[src/rtl/game_pkg.sv]
// rtl/game_pkg.sv - shared types and constants for the game round sequencer
//
// Purpose: state encodings, player home position, default round timing
//          parameters and a saturating score increment helper.
// Ports:   none (package).

package game_pkg;

  typedef enum logic [1:0] {
    IDLE = 2'd0,
    PLAY = 2'd1,
    HIT  = 2'd2,
    OVER = 2'd3
  } state_t;

  localparam logic [15:0] PLAYER_HOME_X = 16'd315;
  localparam logic [15:0] PLAYER_HOME_Y = 16'd344;

  localparam int DEF_LIVES        = 3;
  localparam int DEF_HIT_FRAMES   = 120;
  localparam int DEF_FLASH_FRAMES = 8;
  localparam int DEF_SCORE_FRAMES = 60;

  function automatic logic [15:0] sat_inc16(input logic [15:0] v);
    return (v == 16'hFFFF) ? v : v + 16'd1;
  endfunction

endpackage

[src/rtl/game_if.sv]
// rtl/game_if.sv - button/collision inputs and round-state outputs of game_ctrl
//
// Purpose: bundles the sequencer's frame/button/collision inputs and its
//          freeze, load pulse, flash, lives, score and debug state outputs.
// Modports:
//   master - the sequencer: inputs frame, btnC, collide; drives the rest.
//   slave  - the surroundings: drive frame, btnC, collide; observe the rest.

interface game_if;

  logic        frame;    // one-cycle pulse per video frame
  logic        btnC;     // start/restart button level, debounced
  logic        collide;  // player overlaps a hazard, valid on frame cycles
  logic        game;     // 1 = player movement frozen
  logic        resetp;   // one-cycle load-to-home pulse
  logic        flash;    // player sprite visible when 1
  logic [1:0]  lives;    // remaining lives
  logic [15:0] score;    // survival score
  logic [1:0]  state;    // FSM state for debug display

  modport master (
    input  frame, btnC, collide,
    output game, resetp, flash, lives, score, state
  );

  modport slave (
    output frame, btnC, collide,
    input  game, resetp, flash, lives, score, state
  );

endinterface

[src/rtl/frame_timer.sv]
// rtl/frame_timer.sv - 8-bit frame counter with clear and runtime terminal limit
//
// Purpose: counts frame pulses, wraps to 0 after reaching limit, and flags
//          count == limit. Shared by score pacing and the HIT window.
// Ports:
//   clk, reset - clock, synchronous active-high reset
//   clr        - clears the count (priority over frame)
//   frame      - increment enable
//   limit      - terminal value (inclusive)
//   count      - current count
//   term       - count == limit

module frame_timer (
  input  logic       clk,
  input  logic       reset,
  input  logic       clr,
  input  logic       frame,
  input  logic [7:0] limit,
  output logic [7:0] count,
  output logic       term
);

  logic [7:0] cnt;

  always_ff @(posedge clk) begin
    if (reset || clr) begin
      cnt <= 8'd0;
    end else if (frame) begin
      cnt <= (cnt == limit) ? 8'd0 : cnt + 8'd1;
    end
  end

  assign count = cnt;
  assign term  = (cnt == limit);

endmodule

[src/rtl/game_ctrl.sv]
// rtl/game_ctrl.sv - round sequencer: start, lives, score and post-hit flash
//
// Purpose: IDLE/PLAY/HIT/OVER sequencer owning the movement freeze and the
//          player load pulse; tracks lives, score and the HIT flash window.
// Ports:
//   clk   - system clock
//   reset - synchronous active-high reset
//   bus   - game_if.master: frame, btnC, collide in; game, resetp, flash,
//           lives, score, state out (all registered)

module game_ctrl
  import game_pkg::*;
#(
  parameter int LIVES        = DEF_LIVES,
  parameter int HIT_FRAMES   = DEF_HIT_FRAMES,
  parameter int FLASH_FRAMES = DEF_FLASH_FRAMES,
  parameter int SCORE_FRAMES = DEF_SCORE_FRAMES
) (
  input  logic   clk,
  input  logic   reset,
  game_if.master bus
);

  localparam logic [7:0] HIT_LIM   = 8'(HIT_FRAMES - 1);
  localparam logic [7:0] SCORE_LIM = 8'(SCORE_FRAMES - 1);
  localparam logic [7:0] FLASH_DIV = 8'(FLASH_FRAMES);
  localparam logic [7:0] FLASH_LIM = 8'(FLASH_FRAMES - 1);
  localparam logic [1:0] LIVES_INIT = 2'(LIVES);

  state_t      st;
  logic        btnC_q;
  logic        game_r;
  logic        resetp_r;
  logic        flash_r;
  logic [1:0]  lives_r;
  logic [15:0] score_r;

  logic        start;
  logic        clr;
  logic [7:0]  limit;
  logic [7:0]  ftimer;
  logic        fterm;
  logic        flash_tick;

  // btnC_q resets high so a button held through reset is not an edge.
  assign start = bus.btnC & ~btnC_q;

  // The timer's terminal value depends on what it is pacing right now.
  assign limit      = (st == HIT) ? HIT_LIM : SCORE_LIM;
  assign flash_tick = ((ftimer % FLASH_DIV) == FLASH_LIM);

  // Timer held at 0 outside a round; cleared when entering HIT and when
  // returning from HIT so every PLAY/HIT stretch starts counting from 0.
  always_comb begin
    clr = 1'b0;
    case (st)
      IDLE, OVER: clr = 1'b1;
      PLAY:       clr = bus.frame & bus.collide;
      HIT:        clr = bus.frame & fterm;
      default:    clr = 1'b1;
    endcase
  end

  frame_timer u_timer (
    .clk   (clk),
    .reset (reset),
    .clr   (clr),
    .frame (bus.frame),
    .limit (limit),
    .count (ftimer),
    .term  (fterm)
  );

  always_ff @(posedge clk) begin
    if (reset) begin
      st       <= IDLE;
      btnC_q   <= 1'b1;
      game_r   <= 1'b1;
      resetp_r <= 1'b0;
      flash_r  <= 1'b1;
      lives_r  <= LIVES_INIT;
      score_r  <= 16'd0;
    end else begin
      btnC_q   <= bus.btnC;
      resetp_r <= 1'b0;
      case (st)
        IDLE, OVER: begin
          game_r  <= 1'b1;
          flash_r <= 1'b1;
          if (start) begin
            st       <= PLAY;
            game_r   <= 1'b0;
            resetp_r <= 1'b1;
            lives_r  <= LIVES_INIT;
            score_r  <= 16'd0;
          end
        end
        PLAY: begin
          if (bus.frame) begin
            // A collision suppresses a coincident score tick.
            if (bus.collide) begin
              st      <= HIT;
              game_r  <= 1'b1;
              lives_r <= lives_r - 2'd1;
            end else if (fterm) begin
              score_r <= sat_inc16(score_r);
            end
          end
        end
        HIT: begin
          if (bus.frame) begin
            if (fterm) begin
              flash_r <= 1'b1;
              if (lives_r == 2'd0) begin
                st <= OVER;
              end else begin
                st       <= PLAY;
                game_r   <= 1'b0;
                resetp_r <= 1'b1;
              end
            end else if (flash_tick) begin
              flash_r <= ~flash_r;
            end
          end
        end
        default: st <= IDLE;
      endcase
    end
  end

  assign bus.state  = st;
  assign bus.game   = game_r;
  assign bus.resetp = resetp_r;
  assign bus.flash  = flash_r;
  assign bus.lives  = lives_r;
  assign bus.score  = score_r;

endmodule

[src/flat_wrapper.sv]
// flat-port wrapper written by rule: the top's interface ports become plain ports
module game_ctrl_flat import game_pkg::*;
#(
  parameter int LIVES        = DEF_LIVES,
  parameter int HIT_FRAMES   = DEF_HIT_FRAMES,
  parameter int FLASH_FRAMES = DEF_FLASH_FRAMES,
  parameter int SCORE_FRAMES = DEF_SCORE_FRAMES
)
  (clk, reset, bus_frame, bus_btnC, bus_collide, bus_game, bus_resetp, bus_flash, bus_lives, bus_score, bus_state);
  game_if bus_i ();
  input  logic clk;
  input  logic reset;
  input wire logic [$bits(bus_i.frame)-1:0] bus_frame;
  input wire logic [$bits(bus_i.btnC)-1:0] bus_btnC;
  input wire logic [$bits(bus_i.collide)-1:0] bus_collide;
  output wire logic [$bits(bus_i.game)-1:0] bus_game;
  output wire logic [$bits(bus_i.resetp)-1:0] bus_resetp;
  output wire logic [$bits(bus_i.flash)-1:0] bus_flash;
  output wire logic [$bits(bus_i.lives)-1:0] bus_lives;
  output wire logic [$bits(bus_i.score)-1:0] bus_score;
  output wire logic [$bits(bus_i.state)-1:0] bus_state;
  assign bus_i.frame = bus_frame;
  assign bus_i.btnC = bus_btnC;
  assign bus_i.collide = bus_collide;
  assign bus_game = bus_i.game;
  assign bus_resetp = bus_i.resetp;
  assign bus_flash = bus_i.flash;
  assign bus_lives = bus_i.lives;
  assign bus_score = bus_i.score;
  assign bus_state = bus_i.state;
  game_ctrl #(.LIVES(LIVES), .HIT_FRAMES(HIT_FRAMES), .FLASH_FRAMES(FLASH_FRAMES), .SCORE_FRAMES(SCORE_FRAMES)) u_core (.clk(clk), .reset(reset), .bus(bus_i));
endmodule
[config.mk]
export PLATFORM = sky130hd
export DESIGN_NAME = game_ctrl_flat
export DESIGN_NICKNAME = d
export VERILOG_FILES = /design/src/rtl/game_pkg.sv /design/src/rtl/game_if.sv /design/src/rtl/frame_timer.sv /design/src/rtl/game_ctrl.sv /design/src/flat_wrapper.sv
export SDC_FILE = /design/constraint.sdc
export NUM_CORES = 1
export LEC_CHECK = 0
export CORE_MARGIN = 5
export CORE_UTILIZATION = 40
export CTS_CLUSTER_SIZE = 10
export DETAILED_ROUTE_END_ITERATION = 10
export HOLD_SLACK_MARGIN = 0.03
export SYNTH_ARGS = -nofsm -noshare
export SYNTH_HDL_FRONTEND = slang
export SYNTH_SLANG_ARGS = --single-unit
[constraint.sdc]
create_clock -name clk -period 2.5 [get_ports clk]
set_clock_uncertainty 0.2 [all_clocks]
set_input_delay 0.25 -clock clk [delete_from_list [all_inputs] [get_ports clk]]
set_output_delay 0.25 -clock clk [all_outputs]
set_load 0.03 [all_outputs]
## Word level (Yosys, flattened, before mapping)

Index checks and enable logic that the tools add are counted.

| word-level totals | value |
|---|---|
| flip-flop bits (word level) | 32 |
| output and inout bits | 23 |
| word-level logic and storage cells | 79 |

| operators by class | value |
|---|---|
| $add $sub $neg | 3 |
| bitwise operators | 5 |
| multiplexer cells | 36 |
| reductions and logical operators | 11 |
| equality and inequality tests | 16 |

Operators with widths:

| cell | number |
|---|---|
| $mux 16 | 5 |
| $pmux 16 s2 | 1 |
| $mux 2 | 9 |
| $add 16x1->16 const B | 1 |
| $eq 16x16->1 const B | 1 |
| $mux 1 | 13 |
| $ne 2x2->1 const B | 6 |
| $reduce_and 5->1 | 2 |
| $add 8x1->8 const B | 1 |
| $eq 8x8->1 | 1 |
| $mux 8 | 1 |
| $mux 7 | 1 |
| $ne 2x1->1 const B | 3 |
| $pmux 1 s3 | 2 |
| $pmux 2 s3 | 1 |
| $reduce_and 6->1 | 1 |
| $eq 2x2->1 const B | 2 |
| $logic_not 2->1 | 2 |
| $pmux 1 s2 | 2 |
| $pmux 2 s2 | 1 |
| $reduce_and 4->1 | 1 |
| $reduce_bool 2->1 | 2 |
| $and 1x1->1 | 3 |
| $eq 3x3->1 const B | 1 |
| 7 further kinds | 8 |

## Longest topological paths before layout

| depth | value |
|---|---|
| depth after elaboration | 7 |
| mapped depth | 8 |

## Modules after synthesis

A second synthesis with hierarchy kept.

| unflattened totals | value |
|---|---|
| cell total of the unflattened synthesis | 224 |
| area, all modules | 1,899.3 µm² |

Modules (own cells, without submodules):

| module | instances | seq. area each (µm²) | area each (µm²) | cells each |
|---|---|---|---|---|
| game_ctrl | 1 | 480.5 | 1,451.4 | 175 |
| frame_timer | 1 | 160.2 | 447.9 | 49 |

## Worst setup path after synthesis

No wires, ideal clock.

| path | value |
|---|---|
| kind | register -> register |
| from | register u_core.st[0], in the netlist u_core.bus.state[0] |
| to | register u_core.score_r[7], in the netlist u_core.bus.score[7] |
| path buffers | 1 |
| library setup time | 127 ps |
| period minus slack after synthesis | 2,824 ps |
| cell stages (with the launch flop) | 9 |
| setup slack | -324 ps |
| data arrival time | 2,497 ps |
| cell sequence | dfxtp_1 inv_1 ha_1 buf_6 or4b_4 a21o_4 a211oi_4 a311oi_1 or3_1 |

| between the ends | value |
|---|---|
| word-level cells in the longest chain between the ends | 5 |
| elaborated cells between the ends (all ways) | 15 |
| classes of those cells | eq/ne (9); mux (2); reduce/logical (4) |

RTL lines:

| item | RTL line | text |
|---|---|---|
| start, declared | game_ctrl.sv:30 | `state_t st;` |
| start signal, assigned | game_ctrl.sv:76 | `st <= IDLE;` |
| start signal, assigned | game_ctrl.sv:91 | `st <= PLAY;` |
| start signal, assigned | game_ctrl.sv:102 | `st <= HIT;` |
| $eq 2x2->1 | game_ctrl.sv:49 | `assign limit = (st == HIT) ? HIT_LIM : SCORE_LIM;` |
| $mux 7 | game_ctrl.sv:49 |  |
| $eq 8x8->1 | frame_timer.sv:34 | `assign term = (cnt == limit);` |
| $ne 2x1->1 (no line) | n/a |  |
| $reduce_and 6->1 (no line) | n/a |  |
| end signal, assigned | game_ctrl.sv:106 | `score_r <= sat_inc16(score_r);` |
| end, declared | game_ctrl.sv:36 | `logic [15:0] score_r;` |

Several ways; a longest one is shown, not always the timed one.
A chain may end at the register's enable or synchronous reset.

## Worst setup path in the final report

| path | value |
|---|---|
| from | register u_core.st[0], in the netlist u_core.bus.state[0] |
| to | register u_core.score_r[5], in the netlist u_core.bus.score[5] |

Same word-level chain as after synthesis.

==> run_results.csv <==
group,metric,value,unit
final_layout,final_layout_size_suffix_gt1_share,16.4,%
critical_path,cp_num_cells,7,
final_layout,fill_cells,452,
timing,finalMaxSlewViolations,0,
die,start_util,41.1,%
timing,finalHoldWorstSlack,0.282,ns
clock_network,cts_tree,"yes",
critical_path,r2r_cells,7,
drt,wl_met1,2280,um
clock_network,cts_buffers,5,
drt,drtIter0Drc,80,
clock_network,htreeDepth,2,
drt,routed_wirelength,4970,um
synthesis,yosysTopAreaCell,"dfxtp_1",
power,ir_worst_vdd,0.282,mV
synthesis,synth.avg_cell_area,8.50,sq um
synthesis,synthTopCellsByArea,"dfxtp_1 (33%), ha_1 (4.5%), nor2_1 (4.5%)",
clock_network,clk_pin_slew,0.07,ns
global_route,gr-usage-all-layers,16.7,%
synthesis,ys_types,57,
timing,period_minus_slack,2.42,ns
drt,wl_met3,203,um
critical_path,end_kind,"register",
critical_path,regToRegEndpoint,"u_core.bus.score[5]",
synthesis,yosys-top-cells-count,"dfxtp_1 (32), nor2_1 (23), nand2_1 (18)",
final_layout,antenna_cells,0,
synthesis,synth_edf_count,0,
critical_path,endpoint,"u_core.bus.score[5]",
critical_path,arrival,2.38,ns
power,power.density,475,nW/um^2
job,max_cap_viol_count,0,
synthesis,ys_seq_area_share,33.2,%
die,row_count,25,
synthesis,synth_most_common_cell,"dfxtp_1",
final_layout,final_area,2500,sq um
drt,ant_nets,0,
final_layout,regArea,646,sq um
clock_network,clockBufferDepth,2,
critical_path,crit_start,"u_core.bus.state[0]",
final_layout,multi_input_area,1230,sq um
critical_path,required,2.46,ns
final_layout,utilization,53.2,%
final_layout,syn2layout_area_growth,29.4,%
min_path,hold_path.class,"register to register",
die,core,4690,sq um
synthesis,ys.warnings.count,0,
synthesis,synth-async-reset-ratio,0,%
critical_path,cp_top_family,"compound AO/OA/AOI/OAI gates",
synthesis,syn_area,1930,sq um
status,status,"finished, final reports clean",
timing,worst_slew_pin_slew,0.463,ns
placed_design,place_area,2390,sq um
global_route,grt_antenna_before_repair,0,
critical_path,critical_path_buf_inv_count,1,
global_route,globalRoute.totalOverflow,0,
drt,post_drt_via_cell_ratio,5.60,
placed_design,dp_hpwl,3780,um
drt,drc,0,
power,leakage,0.937,nW
clock_network,cts-root-buf,"clkbuf_8",
critical_path,rrSetupSlack,0.08,ns
timing,final.setup.tns,0,ns
timing,final-setup-viol-count,0,
die,die_area,6320,sq um
drt,met2_length,2450,um
synthesis,synth_nets,239,
final_layout,nets,287,
timing,hold_viol,0,
critical_path,critPathMaxFanout,6,
synthesis,ys.flop_type,"dfxtp_1",
clock_network,ctsHoldBuffers,0,
timing,maxSlewHeadroom,68.8,%
global_route,grt_pass1_wl,8450,um
drt,dr.pass1.iters,4,
drt,top_layer_used,"met4",
placed_design,routabilityCongestion,0.819,
critical_path,reg2reg_from,"u_core.bus.state[0]",
global_route,grt_max_degree,15,
drt,vias,1842,
critical_path,cpPeakStageDelay,0.54,ns
timing,period_share,96.6,%
critical_path,critPathKind,"register to register",
clock_network,worst_skew_pair.late_latency,0.27,ns
timing,rsz0062_at_grt,"no",
synthesis,synth-seq-cells,32,
clock_network,cts_sinks,32,
die,fp.dieW,79.5,um
drt,wl_per_cell,15.1,um
placed_design,port_buffers,27,
critical_path,path_cells,"inv_2 -> ha_4 -> or4b_4 -> a21oi_4 -> o2111ai_4 -> and2_4 -> a221o_1",
die,ios,28,
die,die_y,79.5,um
critical_path,cp_slowest_cell,"or4b_4",
synthesis,syn_inst,227,
synthesis,yosys.area.top_type_share,33.2,%
timing,max_freq,0.414,GHz
global_route,grt_pass1_vias,1769,
critical_path,start_kind,"register",
==> cell families after synthesis <==
kind of cell / after synthesis / synth area share, %
buf+inv: 18 / 3.95
xor+xnor: 6 / 2.72
fa+ha+maj: 7 / 4.54
simple gates: 105 / 29.6
compound gates: 58 / 25.5
flops: 32 / 33.2
mux: 1 / 0.518
==> layout by cell type, fill, tap and decap left out, types with 9 or more instances in the layout <==
cell type,n
dfxtp_1,30
clkdlybuf4s50_1,27
nor2_1,23
buf_4,20
nand2_1,18
nand3_1,15
a21oi_1,11
inv_1,10
o21ai_0,9
nand4_1,9
==> where the power goes <==
part | internal [mW] | switching, mW
clock | 0.189 | 0.179
combinational | 0.109 | 0.173
sequential | 0.525 | 0.0113
total | 0.823 | 0.363
==> metal layers <==
metal / vias to the layer above / track usage [%]
li1: 944 / -
met1: 861 / 21.7
met2: 32 / 28.3
met3: 5 / 3.39
met4: 0 / 3.61
met5: - / 0
==> metrics by stage <==
| step | setup slack, ns | total power, mW | cells |
|---|---|---|---|
| after floorplan | -0.0412 | 0.732 | 227 |
| after CTS | 0.0405 | 1.20 | 326 |
| after global placement | 0.0865 | 0.829 | 319 |
| final | 0.0845 | 1.19 | 329 |
| after global routing | 0.00524 | 1.25 | 329 |
| after detailed placement | 0.0388 | 0.830 | 319 |
==> how the worst min path moves through the flow <==
stage | from | cells past startpoint | slack [ns] | endpoint
6_report | u_core.bus.score[11] | 1 | 0.28 | u_core.bus.score[11]
5_1_grt | u_core.bus.score[11] | 1 | 0.31 | u_core.bus.score[11]
4_1_cts | u_core.bus.score[11] | 1 | 0.29 | u_core.bus.score[11]
3_5_place_dp | u_core.bus.score[11] | 1 | 0.27 | u_core.bus.score[11]
3_3_place_gp | u_core.bus.score[11] | 1 | 0.27 | u_core.bus.score[11]
2_1_floorplan | reset | 1 | 0.15 | u_core.bus.flash
==> registers in the layout (all words and copies together) (netlist names) <==
name                  count
u_core.btnC_q             1
u_core.bus.flash          1
u_core.bus.game           1
u_core.bus.lives          2
u_core.bus.resetp         1
u_core.bus.score         16
u_core.bus.state          2
u_core.u_timer.count      8
==> final cells by class <==
| class | instances | area share [%] |
|---|---|---|
| Sequential cell | 32 | 25.9 |
| Timing Repair Buffer | 48 | 17.3 |
| Inverter | 11 | 1.65 |
| Clock inverter | 1 | 0.200 |
| Multi-Input combinational cell | 177 | 49.4 |
| Tap cell | 54 | 2.71 |
| Clock buffer | 6 | 2.91 |
==> worst register-to-register path, delay by kind of cell, from the launching register on <==
kind	cells	cell delay, ns
buffers and inverters	1	0.05
and+or+nand+nor	2	0.77
adders and majority gates	1	0.15
AOI/OAI and AO/OA	3	0.79
DFF	1	0.37
==> repair_timing <==
action                                  in CTS  in global routing
gates resized for setup                      0                  2
endpoints found under the setup margin       0                  2
setup buffers                                0                  3
Power figures use the tool's default switching activity.
